File: config.mk
export PLATFORM = sky130hd
export DESIGN_NAME = id_ex_stage
export DESIGN_NICKNAME = d
export VERILOG_FILES = /design/src/rtl/id_ex_stage.sv
export SDC_FILE = /design/constraint.sdc
export NUM_CORES = 1
export LEC_CHECK = 0
export CORE_AREA = 4 4 233 235
export DETAILED_ROUTE_END_ITERATION = 10
export DIE_AREA = 0 0 237 239
export PLACE_DENSITY = 0.48
export SLEW_MARGIN = 20
export SYNTH_ARGS = -nofsm -noshare
export SYNTH_HDL_FRONTEND = slang
export SYNTH_SLANG_ARGS = --single-unit
File: constraint.sdc
create_clock -name clk -period 1.7 [get_ports clk]
set_input_delay 0.425 -clock clk [delete_from_list [all_inputs] [get_ports clk]]
set_output_delay 0.425 -clock clk [all_outputs]
set_load 0.02 [all_outputs]
File: src/rtl/id_ex_stage.sv
// ID/EX pipeline register with load-use hazard detection, bubble injection
// and saturating stall/flush event counters.
module id_ex_stage #(
    parameter int N     = 64,
    parameter int CNT_W = 16
) (
    input  logic             clk,
    input  logic             reset_n,
    input  logic             id_valid,
    input  logic [N-1:0]     id_pc,
    input  logic [4:0]       id_ra1,
    input  logic [4:0]       id_ra2,
    input  logic [N-1:0]     id_rd1,
    input  logic [N-1:0]     id_rd2,
    input  logic [4:0]       id_rd,
    input  logic [N-1:0]     id_imm,
    input  logic [9:0]       id_ctrl,
    input  logic             flush,
    output logic             stall_if_id,
    output logic             ex_valid,
    output logic [N-1:0]     ex_pc,
    output logic [N-1:0]     ex_rd1,
    output logic [N-1:0]     ex_rd2,
    output logic [N-1:0]     ex_imm,
    output logic [4:0]       ex_ra1,
    output logic [4:0]       ex_ra2,
    output logic [4:0]       ex_rd,
    output logic [9:0]       ex_ctrl,
    output logic [CNT_W-1:0] stall_cnt,
    output logic [CNT_W-1:0] flush_cnt
);

    localparam logic [4:0] XZR = 5'd31;

    logic             valid_q, valid_d;
    logic [N-1:0]     pc_q, pc_d;
    logic [N-1:0]     rd1_q, rd1_d;
    logic [N-1:0]     rd2_q, rd2_d;
    logic [N-1:0]     imm_q, imm_d;
    logic [4:0]       ra1_q, ra1_d;
    logic [4:0]       ra2_q, ra2_d;
    logic [4:0]       rd_q, rd_d;
    logic [9:0]       ctrl_q, ctrl_d;
    logic [CNT_W-1:0] stall_cnt_q, stall_cnt_d;
    logic [CNT_W-1:0] flush_cnt_q, flush_cnt_d;
    logic             hz;
    logic             bubble;

    function automatic logic [CNT_W-1:0] sat_inc(input logic [CNT_W-1:0] c);
        return (&c) ? c : c + CNT_W'(1);
    endfunction

    // The instruction in EX is a load whose (non-XZR) result the ID instruction reads
    assign hz = id_valid & valid_q & ctrl_q[5] & (rd_q != XZR) &
                ((rd_q == id_ra1) | (rd_q == id_ra2));

    // A resolving branch redirects upstream, so holding IF/ID would be wrong
    assign stall_if_id = hz & ~flush;
    assign bubble      = flush | hz;

    always_comb begin
        valid_d     = id_valid;
        pc_d        = id_pc;
        rd1_d       = id_rd1;
        rd2_d       = id_rd2;
        imm_d       = id_imm;
        ra1_d       = id_ra1;
        ra2_d       = id_ra2;
        rd_d        = id_rd;
        ctrl_d      = id_ctrl;
        stall_cnt_d = stall_cnt_q;
        flush_cnt_d = flush_cnt_q;
        if (bubble) begin
            valid_d = 1'b0;
            pc_d    = '0;
            rd1_d   = '0;
            rd2_d   = '0;
            imm_d   = '0;
            ra1_d   = '0;
            ra2_d   = '0;
            rd_d    = '0;
            ctrl_d  = '0;
        end
        if (flush) begin
            flush_cnt_d = sat_inc(flush_cnt_q);
        end else if (hz) begin
            stall_cnt_d = sat_inc(stall_cnt_q);
        end
    end

    always_ff @(posedge clk or negedge reset_n) begin
        if (!reset_n) begin
            valid_q     <= 1'b0;
            pc_q        <= '0;
            rd1_q       <= '0;
            rd2_q       <= '0;
            imm_q       <= '0;
            ra1_q       <= '0;
            ra2_q       <= '0;
            rd_q        <= '0;
            ctrl_q      <= '0;
            stall_cnt_q <= '0;
            flush_cnt_q <= '0;
        end else begin
            valid_q     <= valid_d;
            pc_q        <= pc_d;
            rd1_q       <= rd1_d;
            rd2_q       <= rd2_d;
            imm_q       <= imm_d;
            ra1_q       <= ra1_d;
            ra2_q       <= ra2_d;
            rd_q        <= rd_d;
            ctrl_q      <= ctrl_d;
            stall_cnt_q <= stall_cnt_d;
            flush_cnt_q <= flush_cnt_d;
        end
    end

    assign ex_valid  = valid_q;
    assign ex_pc     = pc_q;
    assign ex_rd1    = rd1_q;
    assign ex_rd2    = rd2_q;
    assign ex_imm    = imm_q;
    assign ex_ra1    = ra1_q;
    assign ex_ra2    = ra2_q;
    assign ex_rd     = rd_q;
    assign ex_ctrl   = ctrl_q;
    assign stall_cnt = stall_cnt_q;
    assign flush_cnt = flush_cnt_q;

endmodule
==> metrics <==
run status=complete, but fails checks; failing checks=negative setup slack; clk buf depth=3; hold slack=0.380 ns; Setup-failing EPs final=573; die height=239 µm; CP startpoint kind=flop; Area growth syn-to-layout=80.5%; clock slew at reported path FFs=0.06 ns; pin count of the biggest net entering global routing=69; GRT Overall Usage=13.2%; initial antenna violation count=5; critical path type=reg2out; period utilisation layout=129%; Leakage Power=8.39 nW; number of H-tree levels=2; drt total wl=38.7 mm; Worst EP arrival=1.76 ns; Worst Path Required=1.27 ns; Synth Instances=755; cts bufs inserted=37; cells along the critical path=xnor2_2 > nand3_2 > o22ai_4 > nand2_4 > nor2_4 > buf_6; io pins=600; FFs w/ async S/R, synth=100%; crit-path max FO=3; Core Region=52200 µm²; Net Count, Synth=1042; Max-Cap Viols=0; Final Max Slew Viols=0; clock root buffer master=clkbuf_16; top cells by area, synth=dfrtp_1 (74%), and2_1 (17%), xnor2_1 (2.7%); FMAX=457 MHz; #FFs+latches synth=314; minimum clock period=2.19 ns; reg-to-reg slack, setup=-0.28 ns; Seq/Total Area, Yosys=73.8%; Synth Flop Type=dfrtp_1; RSZ-0062 raised after global routing=yes; Post-synth EDFFs=0; average size of a mapped cell=14.1 µm²; number of vias per cell=3.72; CTS sink cnt=314; chip width=237 µm; Yosys cell types=27; Core Rows=84; first-pass GRT wire length=56.4 mm; antenna-violating nets left=0; Peak VDD IR=573 µV; post-DP HPWL=30.2 mm; DRT Pass-1 Iters=4; # nets final=1698; worst slew pin tran=0.394 ns; Placer Congestion=0.776; CP delay by family, top=flip-flops; DRC Markers=0; Commonest cells post-synth=dfrtp_1 (314), and2_1 (284), xnor2_1 (33), clkbuf_2 (28), nand2_1 (16); CTS tree=done; setup ws final=-0.490 ns; crit path max-delay cell type=dfrtp_2; max_slew headroom=73.7%; remaining global-route overflow=0; clk_skew=0.0203 ns; crit end category=primary output; Tot Pwr=19.4 mW; I/O Buffers=599; slowest cell delay on critical path=0.46 ns; wire length per cell=18.2 µm; Die Area=56600 µm²; endpoints failing hold=0; vias in the first global route=8631; Synth warnings=0; top cell type's share of synthesized area=73.8%; layout cells sized above 1=13.0%; Clk Latency, worst-skew pair=0.54 ns; Reg area=7880 µm²; Synth area leader=dfrtp_1; fillers=5134; WP buf/inv=1; count leader, synth=dfrtp_1; post-route insts no fill=2128; Hold Crit Class=in2async; Mapped Area=10700 µm²; DR iter-0 viols=275; Initial Util=20.4%; Inst Count DP=2058; multi-input logic area=2750 µm²; PD cells=1010 nW/µm²; vias after detailed routing=7921
## per-stage QoR
| stage | setup TNS, ns | setup slack, ns | area (µm²) | util [%] |
|---|---|---|---|---|
| finish | -123.62 | -0.490 | 19200 | 36.8 |
| CTS | -158.53 | -0.604 | 19200 | 36.7 |
| floorplan | -0.0769 | -0.0655 | 10800 | - |
| global route | -178.36 | -0.616 | 19200 | 36.8 |
| global placement | -262.84 | -1.03 | 17900 | 34.4 |
| detailed placement | -265.99 | -1.00 | 17900 | 34.4 |
## cells in the final DEF (no fill, tap or decap), drive strengths merged
cell type and n:
o22ai 1, dlygate4sd3 1, and3 8, nor2 9
nand2 16, a31oi 1, or3b 1, nand3b 1
dfrtp 314, a311oi 1, nor3 1, dlygate4sd2 2
nand3 15, and4 4, xor2 4, clkbuf 54
inv 5, xnor2 33, bufinv 6, buf 91
nand4 13, ha 2, a41oi 1, clkdlybuf4s50 555
and2 284, diode 4, nand4b 1, o21ai 1
a21oi 4, clkdlybuf4s15 3, clkinvlp 1, mux2 3
## repair_timing
action	in CTS	in global routing
cloned	0	0
hold buffers	1	0
setup endpoints to repair	609	586
pin swaps	4	3
setup buffers	2	0
hold endpoints to repair	16	0
resized for setup	172	6
## final timing paths
path / startpoint / endpoint / cells past startpoint
worst max-delay path: ex_rd[4]$_DFF_PN0_ / stall_if_id / 6
worst min-delay path: reset_n / ex_ctrl[0]$_DFF_PN0_ / 2
worst max register to register: ex_rd[4]$_DFF_PN0_ / ex_pc[2]$_DFF_PN0_ / 8
worst min register to register: flush_cnt[15]$_DFFE_PN0P_ / flush_cnt[15]$_DFFE_PN0P_ / 1
max in group asynchronous: reset_n / ex_rd[0]$_DFF_PN0_ / 3
min in group clk: id_rd2[25] / ex_rd2[25]$_DFF_PN0_ / 2
## area by class of cell
cell class | instances | area share, %
repair buffers | 652 | 33.6
diodes | 4 | 0.0521
multi-input cells | 404 | 14.3
clock buffers | 54 | 5.46
inverters | 2 | 0.0391
well taps | 688 | 4.48
clock inverters | 10 | 1.11
flip-flops and latches | 314 | 41.0
## power breakdown
part	switching (mW)	internal, mW
logic	1.37	1.68
registers	0.208	7.91
clock network	3.08	5.19
total	4.66	14.8
## metal layers
metal,wire length (µm),vias to the layer above,track usage (%)
li1,-,3666,-
met1,13900,3834,14.1
met3,3920,53,5.88
met2,20000,366,23.4
met4,898,2,4.14
met5,13,-,0
## state kept, by name, indices dropped and copies added, names as in the netlist
register and flops:
ex_rd 5, ex_ctrl 10, ex_ra1 5, flush_cnt 16, ex_rd1 64, ex_rd2 64, ex_imm 64, stall_cnt 16
ex_ra2 5, ex_pc 64, ex_valid 1
## worst register-to-register path, stage by stage, from the launching register on
cell and delay (ns):
dfrtp_2 0.46, xnor2_2 0.21, nand3_2 0.12, o22ai_4 0.18, buf_4 0.26, a21oi_4 0.09, buf_12 0.15, buf_12 0.17
and2_1 0.23
## cells by family (layout without fill, tap and decap cells)
logic type / count (synthesis) / in the layout / synth area share (%)
XOR/XNOR: 37 / 37 / 3.04
AO/OA/AOI/OAI: 9 / 9 / 0.775
buffers and inverters: 37 / 718 / 1.74
flip-flops: 314 / 314 / 73.8
AND/OR/NAND/NOR: 353 / 353 / 20.1
multiplexers: 3 / 3 / 0.317
adder cells (fa/ha/maj): 2 / 2 / 0.235
other: 0 / 4 / 0
Note: power is estimated with default switching activity, not from simulation.
==> patch: new RTL, config.mk and constraints unchanged <==
The parameter `CNT_W` goes from 16 to 24.
--- a/src/rtl/id_ex_stage.sv
+++ b/src/rtl/id_ex_stage.sv
@@ -4,3 +4,3 @@
     parameter int N     = 64,
-    parameter int CNT_W = 16
+    parameter int CNT_W = 24
 ) (
Interface: changed (resized flush_cnt and stall_cnt); port bits go from 600 to 616. No check against the original RTL was run, so the function may have changed too.
==> patch against the unedited design <==
The run still ends with setup timing left. Setup slack got worse by 96 ps. Via count increased by 13%. Non-clock buffer count increased by 121. Critical endpoint unchanged. Sequential power increased by 4.9%. Maximum frequency decreased by 4.2%. Largest power group is now sequential cells. Synthesized area increased by 7.4%. Sequential cell count increased by 16. Worst hold slack got worse by 64 ps. Global-route usage increased by 2.6 points. Total power increased by 4.0%. Design area increased by 15%. Routed wire length increased by 21%.
==> patch: results (changes against the unedited design) <==
[sta]
slew_headroom_pct=64.16  ; -9.5 points
finalWorstSetupSlack_ps=-585.6  ; -96.05 ps
setup_tns_ps=-197250  ; -73,640 ps
finalSetupViolations=636  ; +11%
timing.clock.skew_ps=16.94  ; -3.373 ps

[logic_synthesis]
synthTopCellsByCount=dfrtp_1 (330), and2_1 (283), xnor2_1 (30)
syn_inst=818  ; +8.3%
synth-seq-area-share_pct=72.23  ; -1.6 points
synth_cell_types=35  ; +30%
synth_area_leaders=dfrtp_1 (72%), and2_1 (15%), xnor2_1 (2.3%)
async_flop_share_pct=100.0  ; unchanged
mappedNetlistNets=1105  ; +6.0%

[cells_and_area]
nets=1888  ; +11%
fillers=4939  ; -3.8%
drive_gt1_share_pct=25.43  ; +12 points

[placed_design]
placed_area_um2=19430  ; +8.3%
dpl_worst_slack_ps=-1255  ; -252.9 ps
hpwl_um=34730  ; +15%
io_buffer_count=615  ; +2.7%
routabilityCongestion=0.7860  ; +1.4%
dp_cells=2205  ; +7.1%

[grt]
met2_usage_pct=27.48  ; +4.0 points
met3_usage_pct=5.491  ; -0.39 points
use_met1_pct=18.55  ; +4.5 points
grt_pass1_wl_um=67210  ; +19%
grt_pass1_vias=9868  ; +14%
grt_use_total_pct=15.81  ; +2.6 points
grt_max_degree=77  ; +12%

[detailed_routing]
vias_per_cell=3.853  ; +3.5%
wirelength_met1_um=18260  ; +32%
drtIter0Drc=263  ; -4.4%
vias=8942  ; +13%
routed.top_layer=met5
wl_met3_um=3645  ; -7.0%
routed_wl_um=46750  ; +21%
firstDrtPassIters=4  ; unchanged
dr_wl_met2_um=23700  ; +19%

[clock_network]
cts_setup_buffers=20  ; +18
cts-resized-gates=196  ; +14%
cts_buffers=40  ; +8.1%

[outcome]
status=complete, but fails checks
violations=setup timing

[setup_path]
cp.arrival_ps=1860  ; +100 ps
rr_worst_depth=11  ; +3

[power_and_ir_drop]
vdd_drop_max_mv=0.4996  ; -13%
leakage_nw=9.761  ; +16%

-- patch: cell count changes after synthesis, moves of 3 or more --
cell     delta
buf_2       -6
nor3_1      +7
xor2_1     +15
and4_1      +3
dfrtp_1    +16
nor2_1      +6
nand2_1     +6
and3_1      +3
a21oi_1     +3
xnor2_1     -3
and3_2      +3
-- patch: layout make-up --
type	instances	share of cell area (%)
multi-input cells	453	15.62
clock inverters	11	0.3063
inverters	3	0.05105
diodes	5	0.05672
flip-flops and latches	330	37.59
clock buffers	58	5.168
repair buffers	773	37.31
well taps	688	3.903
-- patch: critical path, cell delays in order (launching register included) --
cell and delay (ps):
dfrtp_2 490, xor2_4 200, nor3_4 190, a22oi_2 120, nor3_4 170, buf_6 150
-- patch: path summary, 6_finish.rpt --
| path | end | slack [ps] |
|---|---|---|
| hold reg to reg | flush_cnt[21]$_DFFE_PN0P_ | 500 |
| min in group clk | ex_rd2[60]$_DFF_PN0_ | 450 |
| max in group asynchronous | ex_pc[53]$_DFF_PN0_ | 680 |
| hold / removal | ex_imm[56]$_DFF_PN0_ | 320 |
| setup reg to reg | ex_pc[41]$_DFF_PN0_ | -510 |
| setup / recovery | stall_if_id | -590 |
-- patch: kinds of logic (layout without fill, tap and decap cells) --
logic type | count (synthesis) | after routing | synth area share [%]
other | 0 | 5 | 0
multiplexers | 3 | 3 | 0.3282
AO/OA/AOI/OAI | 14 | 14 | 1.018
XOR/XNOR | 49 | 49 | 3.754
buffers and inverters | 35 | 845 | 1.620
flip-flops | 330 | 330 | 72.23
AND/OR/NAND/NOR | 385 | 385 | 20.84
adder cells (fa/ha/maj) | 2 | 2 | 0.2188
-- patch: power by group --
group | leakage, nW | switching, mW | internal (mW)
Sequential | 4.25 | 0.215 | 8.30
Clock | 0.592 | 3.30 | 4.64
Combinational | 4.92 | 1.60 | 2.17
